**src/rtl/tiles_pkg.sv**
```systemverilog
// Shared Piano Tiles definitions: sequencer state encoding and default
// geometry constants, also used by the VGA draw datapath.
package tiles_pkg;

  localparam int ROW_HEIGHT_DEF     = 40;
  localparam int ROWS_PER_LEVEL_DEF = 8;

  localparam logic [3:0] ST_IDLE         = 4'd0;
  localparam logic [3:0] ST_RESET_SCREEN = 4'd1;
  localparam logic [3:0] ST_DETECT_EDGE  = 4'd2;
  localparam logic [3:0] ST_EDGE_STUFF   = 4'd3;
  localparam logic [3:0] ST_CHECK_MISS   = 4'd4;
  localparam logic [3:0] ST_DRAW         = 4'd5;
  localparam logic [3:0] ST_WAIT         = 4'd6;
  localparam logic [3:0] ST_PAUSED       = 4'd7;
  localparam logic [3:0] ST_NEXT_ROW     = 4'd8;
  localparam logic [3:0] ST_GAME_OVER    = 4'd9;

  typedef enum logic [3:0] {
    IDLE         = ST_IDLE,
    RESET_SCREEN = ST_RESET_SCREEN,
    DETECT_EDGE  = ST_DETECT_EDGE,
    EDGE_STUFF   = ST_EDGE_STUFF,
    CHECK_MISS   = ST_CHECK_MISS,
    DRAW         = ST_DRAW,
    WAIT         = ST_WAIT,
    PAUSED       = ST_PAUSED,
    NEXT_ROW     = ST_NEXT_ROW,
    GAME_OVER    = ST_GAME_OVER
  } state_t;

endpackage

```
**src/rtl/tile_sequencer_scroll_counter.sv**
```systemverilog
// scroll_counter: scroll offset within a tile row, completed-row count and
// (with SPEEDUP_EN defined) the difficulty level. Without SPEEDUP_EN the
// level output is tied to zero and no level register exists.
module scroll_counter
  import tiles_pkg::*;
#(
  parameter int ROW_HEIGHT     = ROW_HEIGHT_DEF,
  parameter int OFFSET_W       = 6,
  parameter int ROW_CNT_W      = 10,
  parameter int LEVEL_W        = 3,
  parameter int ROWS_PER_LEVEL = ROWS_PER_LEVEL_DEF
) (
  input  logic                 clock,
  input  logic                 reset,
  input  logic                 clear,
  input  logic                 step,
  output logic [OFFSET_W-1:0]  offset,
  output logic [ROW_CNT_W-1:0] row_count,
  output logic [LEVEL_W-1:0]   level,
  output logic                 wrap,
  output logic                 at_edge
);

  logic [ROW_CNT_W-1:0] row_next;

  assign at_edge  = (offset == OFFSET_W'(ROW_HEIGHT - 1));
  assign wrap     = step && at_edge;
  assign row_next = (row_count == '1) ? row_count : row_count + ROW_CNT_W'(1);

  // Offset steps once per frame and wraps at the row edge; each wrap is a completed row.
  always_ff @(posedge clock or posedge reset) begin
    if (reset) begin
      offset    <= '0;
      row_count <= '0;
    end else if (clear) begin
      offset    <= '0;
      row_count <= '0;
    end else if (step) begin
      if (at_edge) begin
        offset    <= '0;
        row_count <= row_next;
      end else begin
        offset    <= offset + OFFSET_W'(1);
      end
    end
  end

`ifdef SPEEDUP_EN
  logic [LEVEL_W-1:0] level_q;

  // Level rises when a wrap lands the row count on a multiple of ROWS_PER_LEVEL; saturates.
  always_ff @(posedge clock or posedge reset) begin
    if (reset) begin
      level_q <= '0;
    end else if (clear) begin
      level_q <= '0;
    end else if (wrap && (row_count != '1) &&
                 ((row_next % ROW_CNT_W'(ROWS_PER_LEVEL)) == '0) &&
                 (level_q != '1)) begin
      level_q <= level_q + LEVEL_W'(1);
    end
  end

  assign level = level_q;
`else
  localparam int rows_per_level_unused = ROWS_PER_LEVEL;
  assign level = '0;
`endif

endmodule

```
**src/rtl/tile_sequencer.sv**
```systemverilog
// tile_sequencer: Piano Tiles master sequencer. Steps the scroll offset and
// starts the screen-clear, draw and frame-wait engines by go/done handshake.
// Optional feature macro: SPEEDUP_EN (difficulty level output).
module tile_sequencer
  import tiles_pkg::*;
#(
  parameter int ROW_HEIGHT     = ROW_HEIGHT_DEF,
  parameter int OFFSET_W       = 6,
  parameter int ROW_CNT_W      = 10,
  parameter int LEVEL_W        = 3,
  parameter int ROWS_PER_LEVEL = ROWS_PER_LEVEL_DEF
) (
  input  logic                 clock,
  input  logic                 reset,
  input  logic                 start,
  input  logic                 reset_screen_done,
  input  logic                 draw_done,
  input  logic                 wait_done,
  input  logic                 miss,
  input  logic                 pause,
  output logic                 reset_screen_go,
  output logic                 draw_go,
  output logic                 wait_go,
  output logic                 edge_go,
  output logic                 offset_increase,
  output logic [OFFSET_W-1:0]  offset,
  output logic [ROW_CNT_W-1:0] row_count,
  output logic                 game_over,
  output logic [LEVEL_W-1:0]   level
);

  state_t state;
  state_t next_state;
  logic   at_edge;
  logic   unused_wrap;

  // State register; reset aborts any engine handshake immediately.
  always_ff @(posedge clock or posedge reset) begin
    if (reset) begin
      state <= IDLE;
    end else begin
      state <= next_state;
    end
  end

  // Next-state logic; inputs not relevant to the current state are ignored.
  always_comb begin
    next_state = IDLE;
    case (state)
      IDLE:         next_state = start ? RESET_SCREEN : IDLE;
      RESET_SCREEN: next_state = reset_screen_done ? DETECT_EDGE : RESET_SCREEN;
      DETECT_EDGE:  next_state = at_edge ? EDGE_STUFF : DRAW;
      EDGE_STUFF:   next_state = CHECK_MISS;
      CHECK_MISS:   next_state = miss ? GAME_OVER : DRAW;
      DRAW:         next_state = draw_done ? WAIT : DRAW;
      WAIT: begin
        if (wait_done)  next_state = NEXT_ROW;
        else if (pause) next_state = PAUSED;
        else            next_state = WAIT;
      end
      PAUSED:       next_state = pause ? PAUSED : WAIT;
      NEXT_ROW:     next_state = DETECT_EDGE;
      GAME_OVER:    next_state = start ? RESET_SCREEN : GAME_OVER;
      default:      next_state = IDLE;
    endcase
  end

  assign reset_screen_go = (state == RESET_SCREEN);
  assign draw_go         = (state == DRAW);
  assign wait_go         = (state == WAIT);
  assign edge_go         = (state == EDGE_STUFF);
  assign offset_increase = (state == NEXT_ROW);
  assign game_over       = (state == GAME_OVER);

  // Counters are cleared while the screen is being cleared and advance once per NEXT_ROW.
  scroll_counter #(
    .ROW_HEIGHT     (ROW_HEIGHT),
    .OFFSET_W       (OFFSET_W),
    .ROW_CNT_W      (ROW_CNT_W),
    .LEVEL_W        (LEVEL_W),
    .ROWS_PER_LEVEL (ROWS_PER_LEVEL)
  ) u_scroll (
    .clock     (clock),
    .reset     (reset),
    .clear     (state == RESET_SCREEN),
    .step      (state == NEXT_ROW),
    .offset    (offset),
    .row_count (row_count),
    .level     (level),
    .wrap      (unused_wrap),
    .at_edge   (at_edge)
  );

endmodule

```
**config.mk**
```make
export PLATFORM = sky130hd
export DESIGN_NAME = tile_sequencer
export DESIGN_NICKNAME = d
export VERILOG_FILES = /design/src/rtl/tiles_pkg.sv /design/src/rtl/tile_sequencer_scroll_counter.sv /design/src/rtl/tile_sequencer.sv
export SDC_FILE = /design/constraint.sdc
export NUM_CORES = 1
export LEC_CHECK = 0
export ABC_AREA = 1
export BUFFER_PORTS_ARGS = -buffer_cell sky130_fd_sc_hd__buf_2
export CAP_MARGIN = 20
export CORE_ASPECT_RATIO = 0.9
export CORE_UTILIZATION = 53
export DETAILED_ROUTE_END_ITERATION = 8
export PLACE_DENSITY = 0.79
export REMOVE_ABC_BUFFERS = 1
export SLEW_MARGIN = 30
export SYNTH_ARGS = -nofsm -noshare
export SYNTH_HDL_FRONTEND = slang
export SYNTH_HIERARCHICAL = 1
export SYNTH_SLANG_ARGS = --single-unit
```
**constraint.sdc**
```tcl
create_clock -name clock -period 2.3 [get_ports clock]
set_clock_uncertainty 0.2 [all_clocks]
set_input_delay 0.46 -clock clock [delete_from_list [all_inputs] [get_ports clock]]
set_output_delay 0.46 -clock clock [all_outputs]
set_load 0.01 [all_outputs]
```
# Word-level counts from Yosys, hierarchy flattened
# Cells that the tools add are included.
totals:
  elab_cells: 37
  register_bits: 20
  ramBits: 0
  mem_bits_ro: 0
  latch_bits: 0
  memories: 0
classes:
  eq_ne: 12
  muxes: 16
  n_mul: 0
  bitwise_logic: 0
  shift: 0
  add_sub_neg: 2
  div: 0
  magnitude_cmp: 0
  n_reduce_logical: 4
op_table:
  columns: ["op", "n"]
  rows:
  - ["10-bit 2-to-1 mux", 4]
  - ["4-bit case mux with 10 select lines", 1]
  - ["6-bit 2-to-1 mux", 3]
  - ["4-bit by 3-bit equality test with 1-bit output, second input constant", 4]
  - ["4-bit 2-to-1 mux", 3]
  - ["10-bit by 1-bit adder with 10-bit output, second input constant", 1]
  - ["10-bit equality test, second input constant", 1]
  - ["4-bit by 2-bit equality test with 1-bit output, second input constant", 2]
  - ["4-bit equality test, second input constant", 2]
  - ["6-bit by 1-bit adder with 6-bit output, second input constant", 1]
  - ["6-bit equality test, second input constant", 1]
  - ["4-bit by 1-bit equality test with 1-bit output, second input constant", 1]
  - ["4-bit zero test", 1]
  - ["2-bit 2-to-1 mux", 2]
  - ["2-bit nonzero test", 2]
  - ["3-bit 2-to-1 mux", 1]
  - ["3-bit AND reduction", 1]
  - ["1-bit 2-to-1 mux", 2]
  - ["2-bit != test, second input constant", 1]

# Longest topological paths before layout
logic_depth:
  ltp_word: 5
  mapped_depth: 10
  depth_no_buf: 10

# Hierarchy
# The synthesis kept the hierarchy.
modules_own_cells:
  columns: ["module", "area_each_um2", "seq_area_each_um2", "cells_each", "n_inst"]
  rows:
  - ["scroll_counter", 1001.0, 400.4, 133, 1]
  - ["tile_sequencer", 357.8, 100.1, 59, 1]

# Worst setup path before layout
# No wires, ideal clock.
synth_timing:
  path_kind: "flip-flop to flip-flop"
  start: "register state[2]"
  end: "register u_scroll.offset[3]"
  n_path_buf: 1
  stages_incl_launch_ff: 9
  setup_slack_ns: 0.522
  setup_ns: 0.077
  required_ns: 2.023
  arrival_time_ns: 1.500
  path_cell_list: "dfrtp_1 nor2_1 nand2_1 inv_1 buf_2 nor2_1 o21ai_1 nand2_1 a21oi_1"
synth_between:
  elab_chain_len: 2
  word_cells_on_any_way: 4
  classes_between: "2 x eq/ne; 1 x mux; 1 x reduce/logical"
synth_lines:
  columns: ["item", "line", "source"]
  rows:
  - ["from (decl)", "tile_sequencer.sv:32", "state_t state;"]
  - ["from (signal assigned)", "tile_sequencer.sv:42", "state <= next_state;"]
  - ["4-bit by 1-bit equality test with 1-bit output (*)", null, null]
  - ["via reset_screen_go", "tile_sequencer.sv:21", "output logic reset_screen_go,"]
  - ["6-bit 2-to-1 mux or 2-bit nonzero test (tied branches)", null, null]
  - ["to (signal assigned)", "tile_sequencer_scroll_counter.sv:43", "offset <= offset + OFFSET_W'(1);"]
  - ["to (decl)", "tile_sequencer_scroll_counter.sv:17", "output logic [OFFSET_W-1:0] offset,"]
# Mark *: on every way through the listed nets, which the timed path passes. The rest lies on a longest branch.
# A chain may end at the register's enable or synchronous reset.

# Final worst setup path
layout_timing:
  start: "register state[1]"
  end: "output offset_increase"
layout_between:
  elab_chain_len: 1
layout_lines:
  columns: ["item", "line", "source"]
  rows:
  - ["4-bit equality test", "tile_sequencer.sv:72", "assign offset_increase = (state == NEXT_ROW);"]
  - ["to (decl)", "tile_sequencer.sv:25", "output logic offset_increase,"]
# Every way passes these cells.

==> impl_metrics.json <==
{
  "pin_count": 33,
  "status": "finished, final reports clean",
  "synthTopCellsByArea": "dfrtp_1, nand2_1, nand3_1, nor2_1, inv_1",
  "pwr-share-clk_pct": 21.1,
  "die_area_mm2": 0.00277,
  "worst_setup_path_start_kind": "flip-flop",
  "clk_latency_ps": 310,
  "r2r_end": "u_scroll/row_count[9]$_DFFE_PP0P_",
  "p_sw_share_pct": 41.4,
  "ys_ff_latch": 20,
  "place_ws_ps": 446,
  "synth_top_area_share_pct": 36.8,
  "worstRegToRegCells": 8,
  "row_count": 17,
  "drt-total-wl_um": 2800,
  "fin_crit_sh_pct": 89.4,
  "antenna_found_initial": 0,
  "num_vias": 1275,
  "p_leak_uw": 0.000922,
  "internal_power_uw": 791,
  "power.density_mw_per_mm2": 842,
  "max_freq_mhz": 486,
  "clockBufferDepth": 2,
  "numCtsBuffers": 3,
  "finalSetupTns_ps": 0,
  "finalHoldViolCount": 0,
  "cts-root-buf": "clkbuf_4",
  "clock_sinks": 20,
  "drt-vias-per-instance": 5.00,
  "first_pass_iters": 4,
  "fin_cells": 255,
  "grt_max_degree": 17,
  "worst-path-max-fanout": 7,
  "dpl.cell_count": 250,
  "setup_viol": 0,
  "hold_path_end": "state[1]$_DFF_PP0_",
  "drc": 0,
  "cts_max_level": 1,
  "path_class": "reg2out",
  "postRouteAntennaNets": 0,
  "die_y_um": 50.0,
  "synth_cell_types": 26,
  "pwr-share-comb_pct": 44.2,
  "postSynthAreaPerCell_um2": 7.08,
  "antenna_cells": 0,
  "area_growth_pct": 18.0,
  "cp-end-kind": "output port",
  "grt_use_total_pct": 22.3,
  "yosysTopAreaCell": "dfrtp_1",
  "initial_core_util_pct": 55.5,
  "required_ps": 1640,
  "min_path_type": "in2reg",
  "r2r_start": "state[1]$_DFF_PP0_",
  "rsz0062_at_grt": "false",
  "netlist_instances": 192,
  "yosysWarnings": 6,
  "whs_path_depth": 3,
  "path_clk_slew_ps": 120,
  "grt_pass1_vias": 1122,
  "reg2reg_slack_ps": 420,
  "grt_pass1_wl_um": 4900,
  "wl_per_cell_um": 11.0,
  "arrival_ps": 1400,
  "portBuffers": 29,
  "drt-initial-drc-count": 47,
  "fin_nets": 238,
  "seqPwrFrac_pct": 34.7,
  "ir_drop_mv": 0.594,
  "finalMaxSlewViolations": 0,
  "dp_hpwl_um": 2210,
  "postCtsSetupBuffers": 0,
  "p_total_uw": 1350,
  "syn_area_mm2": 0.00136,
  "relSlewSlack_pct": 59.9,
  "fin_crit_ps": 2060,
  "cap_violations": 0,
  "worst_pin_slew_ps": 601,
  "gp_congestion": 0.860,
  "grt-ovfl-total": 0,
  "yosysSeqAreaShare_pct": 36.8,
  "layout-drive-gt1-share_pct": 25.1,
  "setup_ws_ps": 243,
  "die_x_um": 55.4,
  "coreArea_mm2": 0.00245,
  "power.net_switching_uw": 560,
  "cts_tree": "yes",
  "min-delay-start": "reset_screen_done"
}
==> cell families after synthesis <==
family	synth area share, %
compound gates	5.34
simple gates	43.9
fa+ha+maj	1.84
other cells	0.276
flops	36.8
buf+inv	9.21
xor+xnor	2.58
==> layer usage <==
| layer | up-vias | wire length, um | global-route usage, % |
|---|---|---|---|
| met3 | 2 | 124 | 4.99 |
| met2 | 32 | 1280 | 35.1 |
| met5 | - | 0 | 0 |
| li1 | 674 | - | - |
| met1 | 567 | 1380 | 30.9 |
| met4 | 0 | 17 | 6.25 |
==> power groups by stage <==
stage / clock network (uW) / logic, uW / registers [uW]
2_1_floorplan: 0 / 395 / 477
3_3_place_gp: 0 / 591 / 475
3_5_place_dp: 0 / 589 / 476
4_1_cts: 295 / 593 / 469
5_1_grt: 303 / 668 / 478
6_report: 285 / 597 / 469
==> cell type report <==
class,instances,area [um^2]
fill,231,842
multi-input combinational,144,741
sequential,20,500
timing repair buffer,33,178
inverter,26,97.6
tap,28,35.0
clock inverter,1,30.0
clock buffer,3,22.5
==> state kept, by name, summed over array words and instances (netlist names) <==
signal              cells
u_scroll/row_count     10
state                   4
u_scroll/offset         6
==> cells in the final DEF (no fill, tap or decap) <==
master / Yosys / layout
nor2_1: 22 / 22
inv_2: 5 / 5
buf_2: 1 / 29
ha_1: 2 / 2
nor3_2: 1 / 1
nor4_1: 1 / 1
nand2_1: 56 / 56
nand3b_1: 1 / 1
nand4_1: 4 / 4
clkbuf_4: 0 / 3
nand3_1: 20 / 20
or2_0: 1 / 1
inv_1: 21 / 21
nor2_2: 2 / 2
o211ai_1: 1 / 1
xor2_1: 3 / 3
nor2_8: 1 / 1
a21oi_1: 9 / 9
bufinv_16: 0 / 1
buf_4: 3 / 3
dfrtp_1: 20 / 20
xnor2_1: 1 / 1
o21ai_0: 2 / 2
o21ai_1: 2 / 2
nand4_2: 1 / 1
nor2_4: 7 / 7
dlygate4sd3_1: 0 / 1
nand2_2: 4 / 4
conb_1: 1 / 3
==> repair_timing <==
action / in CTS / in global routing
endpoints found under the setup margin: 0 / 0
hold endpoints to repair: 4 / 0
resized for setup: 0 / 0
hold buffers: 1 / 0
==> Yosys cell counts (all sizes together) <==
cell type / count
nand2: 60
nand3b: 1
nor4: 1
nand3: 20
or2: 1
a21oi: 9
xnor2: 1
dfrtp: 20
nor3: 1
nor2: 32
o21ai: 4
inv: 26
conb: 1
ha: 2
buf: 4
o211ai: 1
nand4: 5
xor2: 3
==> stage by stage <==
step                      instance area, um^2  hold WS [ps]  utilization, %
after floorplan                          1340          26.1               -
after global placement                   1540           163            63.0
after detailed placement                 1540           166            63.0
after CTS                                1600           153            65.6
after global routing                     1600           180            65.6
final                                    1600           164            65.6
==> critical path, cell delays in order, from the launching register on <==
cell and delay [ps]:
dfrtp_1 460, nor2_1 190, nand2_1 90, inv_1 170
buf_2 170
==> how the worst max path moves through the flow <==
stage,depth (start not counted),to,start
after CTS,4,offset_increase,state[1]$_DFF_PP0_
after detailed placement,9,u_scroll/row_count[9]$_DFFE_PP0P_,state[3]$_DFF_PP0_
after global routing,4,offset_increase,state[1]$_DFF_PP0_
final,4,offset_increase,state[1]$_DFF_PP0_
after floorplan,7,u_scroll/offset[3]$_DFFE_PP0P_,state[2]$_DFF_PP0_
after global placement,8,u_scroll/row_count[9]$_DFFE_PP0P_,state[1]$_DFF_PP0_
Note: power is estimated with default switching activity, not from simulation.
